===== src/rtl/core_clock_pkg.sv =====
// Shared state encoding, default timing constants and counter sizing for the core clock request block.
package core_clock_pkg;

  localparam int unsigned CORE_CLK_HOLD_DEFAULT = 4;
  localparam int unsigned CORE_CLK_WAKE_DEFAULT = 2;
  localparam int unsigned CORE_CLK_CNT_MAX      = 15;

  typedef enum logic [1:0] {
    CLK_ST_RUN   = 2'd0,
    CLK_ST_DRAIN = 2'd1,
    CLK_ST_SLEEP = 2'd2,
    CLK_ST_WAKE  = 2'd3
  } core_clk_state_e;

  // Bits needed to hold values 0..max_val, never less than one.
  function automatic int unsigned core_clk_cnt_w(input int unsigned max_val);
    int unsigned w;
    w = $clog2(max_val + 32'd1);
    return (w < 32'd1) ? 32'd1 : w;
  endfunction

endpackage


===== src/rtl/core_clock_hold.sv =====
// Per-unit clock request hold-off: keeps a request alive for HOLD_CYCLES after the last active cycle.
module core_clock_hold
  import core_clock_pkg::*;
#(
  parameter int unsigned HOLD_CYCLES = CORE_CLK_HOLD_DEFAULT
) (
  input  logic f_clk,
  input  logic g_resetn,
  input  logic active,
  input  logic flush,
  output logic hold_nz
);

  localparam int unsigned      CNT_W    = core_clk_cnt_w(HOLD_CYCLES);
  localparam logic [CNT_W-1:0] CNT_LOAD = CNT_W'(HOLD_CYCLES);

  logic [CNT_W-1:0] cnt;
  logic [CNT_W-1:0] cnt_next;

  // Flush beats activity so a sleep entry always leaves the counter empty.
  always_comb begin
    cnt_next = cnt;
    if (flush) begin
      cnt_next = '0;
    end else if (active) begin
      cnt_next = CNT_LOAD;
    end else if (cnt != '0) begin
      cnt_next = cnt - CNT_W'(1);
    end
  end

  always_ff @(posedge f_clk) begin
    if (!g_resetn) begin
      cnt     <= '0;
      hold_nz <= 1'b0;
    end else begin
      cnt     <= cnt_next;
      hold_nz <= (cnt_next != '0);
    end
  end

endmodule


===== src/rtl/core_clock_req.sv =====
// Core clock request controller: RUN/DRAIN/SLEEP/WAKE sequencing plus per-unit gated clock requests.
// Define CORE_CLOCK_HOLD_EN to keep unit requests alive for HOLD_CYCLES after activity ends.
module core_clock_req
  import core_clock_pkg::*;
#(
  parameter int unsigned HOLD_CYCLES = CORE_CLK_HOLD_DEFAULT,
  parameter int unsigned WAKE_CYCLES = CORE_CLK_WAKE_DEFAULT
) (
  input  logic f_clk,
  input  logic g_resetn,
  input  logic wfi_req,
  input  logic core_idle,
  input  logic wakeup,
  input  logic rf_active,
  input  logic mul_start,
  input  logic mul_busy,
  output logic g_clk_req,
  output logic g_clk_rf_req,
  output logic g_clk_mul_req,
  output logic core_sleeping
);

  localparam logic [1:0] ST_RUN   = 2'(CLK_ST_RUN);
  localparam logic [1:0] ST_DRAIN = 2'(CLK_ST_DRAIN);
  localparam logic [1:0] ST_SLEEP = 2'(CLK_ST_SLEEP);
  localparam logic [1:0] ST_WAKE  = 2'(CLK_ST_WAKE);

  localparam int unsigned      WAKE_W    = core_clk_cnt_w(CORE_CLK_CNT_MAX);
  localparam logic [WAKE_W-1:0] WAKE_LOAD = WAKE_W'(WAKE_CYCLES);

  // Elaboration-time parameter range checks.
  if (HOLD_CYCLES < 32'd1 || HOLD_CYCLES > CORE_CLK_CNT_MAX) begin : g_bad_hold
    $error("core_clock_req: HOLD_CYCLES outside 1..15");
  end
  if (WAKE_CYCLES < 32'd1 || WAKE_CYCLES > CORE_CLK_CNT_MAX) begin : g_bad_wake
    $error("core_clock_req: WAKE_CYCLES outside 1..15");
  end

  logic [1:0]        state;
  logic [1:0]        state_next;
  logic [WAKE_W-1:0] wake_cnt;
  logic [WAKE_W-1:0] wake_cnt_next;
  logic              rf_hold_nz;
  logic              mul_hold_nz;
  logic              in_sleep;

  always_ff @(posedge f_clk) begin
    if (!g_resetn) begin
      state         <= ST_RUN;
      wake_cnt      <= '0;
      core_sleeping <= 1'b0;
    end else begin
      state         <= state_next;
      wake_cnt      <= wake_cnt_next;
      core_sleeping <= (state_next == ST_SLEEP);
    end
  end

  // Wakeup outranks both sleep request and drain completion.
  always_comb begin
    state_next    = state;
    wake_cnt_next = wake_cnt;
    case (state)
      ST_RUN: begin
        if (wfi_req && !wakeup) begin
          state_next = ST_DRAIN;
        end
      end
      ST_DRAIN: begin
        if (wakeup) begin
          state_next = ST_RUN;
        end else if (core_idle) begin
          state_next = ST_SLEEP;
        end
      end
      ST_SLEEP: begin
        if (wakeup) begin
          state_next    = ST_WAKE;
          wake_cnt_next = WAKE_LOAD;
        end
      end
      ST_WAKE: begin
        if (wake_cnt <= WAKE_W'(1)) begin
          state_next    = ST_RUN;
          wake_cnt_next = '0;
        end else begin
          wake_cnt_next = wake_cnt - WAKE_W'(1);
        end
      end
      default: begin
        state_next    = ST_RUN;
        wake_cnt_next = '0;
      end
    endcase
  end

`ifdef CORE_CLOCK_HOLD_EN
  logic sleep_flush;

  // Counters stay clear for the whole sleep so WAKE always starts from zero.
  assign sleep_flush = (state_next == ST_SLEEP);

  core_clock_hold #(
    .HOLD_CYCLES (HOLD_CYCLES)
  ) u_rf_hold (
    .f_clk    (f_clk),
    .g_resetn (g_resetn),
    .active   (rf_active),
    .flush    (sleep_flush),
    .hold_nz  (rf_hold_nz)
  );

  core_clock_hold #(
    .HOLD_CYCLES (HOLD_CYCLES)
  ) u_mul_hold (
    .f_clk    (f_clk),
    .g_resetn (g_resetn),
    .active   (mul_start || mul_busy),
    .flush    (sleep_flush),
    .hold_nz  (mul_hold_nz)
  );
`else
  assign rf_hold_nz  = 1'b0;
  assign mul_hold_nz = 1'b0;
`endif

  // Requests are forced on during reset so every domain sees reset edges.
  assign in_sleep      = (state == ST_SLEEP);
  assign g_clk_req     = !in_sleep || !g_resetn;
  assign g_clk_rf_req  = ((rf_active || rf_hold_nz) && !in_sleep) || !g_resetn;
  assign g_clk_mul_req = ((mul_start || mul_busy || mul_hold_nz) && !in_sleep) || !g_resetn;

endmodule


===== config.mk =====
export PLATFORM = sky130hd
export DESIGN_NAME = core_clock_req
export DESIGN_NICKNAME = d
export VERILOG_FILES = /design/src/rtl/core_clock_pkg.sv /design/src/rtl/core_clock_hold.sv /design/src/rtl/core_clock_req.sv
export SDC_FILE = /design/constraint.sdc
export NUM_CORES = 1
export LEC_CHECK = 0
export ABC_AREA = 0
export CAP_MARGIN = 20
export CORE_AREA = 2 2 39 41
export CTS_CLUSTER_SIZE = 8
export DETAILED_ROUTE_END_ITERATION = 8
export DIE_AREA = 0 0 41 43
export PLACE_DENSITY = 0.68
export SLEW_MARGIN = 15
export SYNTH_ARGS = -nofsm -noshare
export SYNTH_HDL_FRONTEND = slang
export SYNTH_SLANG_ARGS = --single-unit
export TNS_END_PERCENT = 30

===== constraint.sdc =====
create_clock -name f_clk -period 3.2 [get_ports f_clk]
set_input_delay 0.64 -clock f_clk [delete_from_list [all_inputs] [get_ports f_clk]]
set_output_delay 0.64 -clock f_clk [all_outputs]
set_load 0.01 [all_outputs]

==> summary.md <==
| Metric | Value |
|---|---|
| Post-Route Utilization | 41.05% |
| Final Hold Vio Count | 0 |
| Synth warn | 0 |
| Peak supply drop | 0.1522 mV |
| Largest net degree at the start of global routing | 11 |
| Fmax | 0.3741 GHz |
| Run status | finished, final reports clean |
| Minimum clock period | 2673 ps |
| GRT Total Usage | 13.17% |
| Mux cell area share after synthesis | 2.381% |
| GRT Residual Overflow | 0 |
| Critical path's slowest cell | clkdlybuf4s50_1 |
| RSZ-0062 raised after global routing | false |
| CP required | 2560 ps |
| Synth area leader | dfxtp_1 |
| Slew HR | 68.67% |
| Final Skew | 0.1483 ps |
| CP cell instances | clkdlybuf4s50_1, buf_4, nand3_1, o31a_1, clkdlybuf4s50_1 |
| Synth area leaders | dfxtp_1 (33%), inv_1 (6.3%), ha_1 (6.0%), nor4_2 (6.0%), o31ai_1 (5.4%) |
| Avg Cell Area, Syn | 8.580 um^2 |
| Via count | 421 |
| Count of cell types in the netlist | 26 |
| Lkg Pwr | 0.2182 nW |
| Tcrit/Tclk final | 83.54% |
| Clk pwr share | 41.4% |
| Hold Path Depth | 2 |
| Ys flop type | dfxtp_1 |
| Post-Synth Simple-Gate Area | 22.32% |
| Root Driver | clkbuf_4 |
| Setup crit end kind | output pin |
| Post-CTS Setup Inserts | 0 |
| Cell Pwr Density | 362.9 nW/um^2 |
| Grt met2 use | 17.81% |
| Crit path DAT | 2030 ps |
| Layout cells sized above 1 | 11.11% |
| Fillcell total | 152 |
| Crit Path Max Fanout | 8 |
| Max_cap viols | 0 |
| Async S/R FF share, synth | 0% |
| Startpoint types | input port |
| CTS resizes | 0 |
| Hold Crit Endpoint | wake_cnt[1]$_SDFFE_PN0P_ |
| Gpl congestion | 0.7712 |
| # H-tree levels | 1 |
| Internal power | 0.1537 mW |
| Total clock sinks | 7 |
| Worst-margin pin slew | 466.1 ps |
| Post-Synth Adder-Cell Area | 5.952% |
| Yosys reg bits | 7 |
| Bufs on Longest Clock Path | 2 |
| Nets | 74 |
| Crit-path max cell delay | 530 ps |
| Buffers added on ports | 11 |
| Die width | 41 um |
| Starting Density | 30.38% |
| Vias in the first global route | 374 |
| Vias per cell | 5.329 |
| TritonCTS buffer count | 3 |
| Largest family of logic cells by synthesized area | compound AO/OA/AOI/OAI gates |
| Fin. max-slew vios | 0 |
| Combinational Power Share | 13.9% |
| Initial antenna violation count | 0 |
| # DRC | 0 |
| Number of cells on the worst reg-to-reg path | 5 |
| Io pins | 12 |
| First-pass GRT wire length | 1573 um |
| P&R area growth vs syn | 35.12% |
| EDFF count, synth | 0 |
| Switching power total | 0.05243 mW |
| Sequential Power Share | 44.6% |
| Post-synthesis compound-gate area fraction | 25.89% |
| Post-Syn Area | 420.4 um^2 |
| Synthesized Nets | 59 |
| Setup tns final | 0 ps |
| Grt met3 use | 6.806% |
| FP Rows | 14 |
| Switching Share | 25.43% |
| Die footprint | 1763 um^2 |
| Routed WL per cell | 12.03 um |
| CTS Hold Bufs | 0 |
| DR pass1 iterations | 4 |
| Tightest Hold Check Type | register to register |
| Finish-stage setup viols | 0 |
| GRT busiest layer | met2 |
| CTS tree | yes |
| RR Endpoint | wake_cnt[1]$_SDFFE_PN0P_ |
| RR Startpoint | wake_cnt[0]$_SDFFE_PN0P_ |
| Chip Height | 43 um |
| Register area share after synthesis | 33.33% |
| R2R setup slack | 1830 ps |
| Cells after synthesis | 49 |
| Clock latency on the worst-skew pair | 260 ps |
| Synth Area in XOR/XNOR | 0% |
| Core Box Area | 1384 um^2 |
| Synth top area share | 33.33% |
| CP Class | input port to output pin |
| DP HPWL | 693.7 um |
| Diode count | 0 |
| Grt met1 use | 16.77% |
| 1st-iter DRT viols | 6 |
| CTS clock-pin slew for the worst setup and hold paths | 50 ps |
| Overall routed net length | 950 um |
| Hold Crit Start | wake_cnt[1]$_SDFFE_PN0P_ |
| Antenna-violating nets left | 0 |
| Cell mode on critical path | clkdlybuf4s50_1 |
-- sequential cells by signal (all words and copies together) (netlist names) --
name           cells
core_sleeping      1
state              2
wake_cnt           4
-- layer usage --
| layer | wire length (um) | part of all wire [%] | vias to the layer above |
|---|---|---|---|
| met3 | 94 | 9.9 | 3 |
| met2 | 434 | 46 | 21 |
| met1 | 410 | 43 | 187 |
| met5 | 0 | 0 | - |
| li1 | - | - | 210 |
| met4 | 11 | 1.2 | 0 |
-- per-stage QoR --
stage / hold WS (ps) / cell area [um^2] / instances / power [mW] / setup WS, ps
floorplan: 454.0 / 420.4 / 49 / 0.1075 / 1348
global placement: 481.5 / 541.8 / 75 / 0.1223 / 553.6
detailed placement: 483.4 / 541.8 / 75 / 0.1224 / 525.5
CTS: 491.3 / 568.0 / 79 / 0.2107 / 518.8
global route: 514.1 / 568.0 / 79 / 0.2190 / 460.1
finish: 492.5 / 568.0 / 79 / 0.2062 / 526.8
-- worst max-delay path by stage --
stage	start	endpoint	slack (ps)	depth (start not counted)
after floorplan	g_resetn	g_clk_mul_req	1350	3
after global routing	g_resetn	g_clk_mul_req	460	5
after global placement	g_resetn	g_clk_mul_req	550	5
final	g_resetn	g_clk_mul_req	530	5
after detailed placement	g_resetn	g_clk_mul_req	530	5
after CTS	g_resetn	g_clk_mul_req	520	5
-- cells by family (layout without fill, tap and decap cells) --
group                    Yosys count  after routing
AO/OA/AOI/OAI                     15             15
flip-flops                         7              7
multiplexers                       1              1
AND/OR/NAND/NOR                   15             15
buffers and inverters              9             23
adder cells (fa/ha/maj)            2              2
-- layout by cell type (no fill, tap or decap), types with 3 or more instances in the layout --
cell             Yosys  routed
nand2_1              3       3
o31ai_1              3       3
clkbuf_4             0       3
clkdlybuf4s50_1      0      11
dfxtp_1              7       7
nand3_1              4       4
inv_1                7       7
-- final cells by class --
class / instances / area (um^2) / share of cell area, %
multi-input cells: 33 / 237.7 / 41.85
flip-flops and latches: 7 / 140.1 / 24.67
repair buffers: 12 / 117.6 / 20.70
clock buffers: 4 / 26.28 / 4.626
inverters: 7 / 26.28 / 4.626
well taps: 16 / 20.02 / 3.524
-- worst max-delay path: cells and delay by family --
family	cells	cell delay (ps)
and+or+nand+nor	1	120
buffers and inverters	3	1120
AOI/OAI and AO/OA	1	150
-- power by group through the flow --
| stage | Clock [mW] | Combinational (mW) | Sequential [mW] |
|---|---|---|---|
| detailed placement | 0 | 0.0286 | 0.0938 |
| global route | 0.0955 | 0.0314 | 0.0922 |
| floorplan | 0 | 0.0156 | 0.0919 |
| global placement | 0 | 0.0286 | 0.0937 |
| finish | 0.0854 | 0.0287 | 0.0920 |
| CTS | 0.0902 | 0.0288 | 0.0918 |
-- synthesized netlist by cell type, types with 2 or more instances --
master	number
o31ai_1	3
o211ai_1	2
inv_1	7
dfxtp_1	7
nand2_1	3
ha_1	2
nor4_2	2
o21ai_1	2
nand3_1	4
No activity file was read; power rests on OpenSTA's default activity.
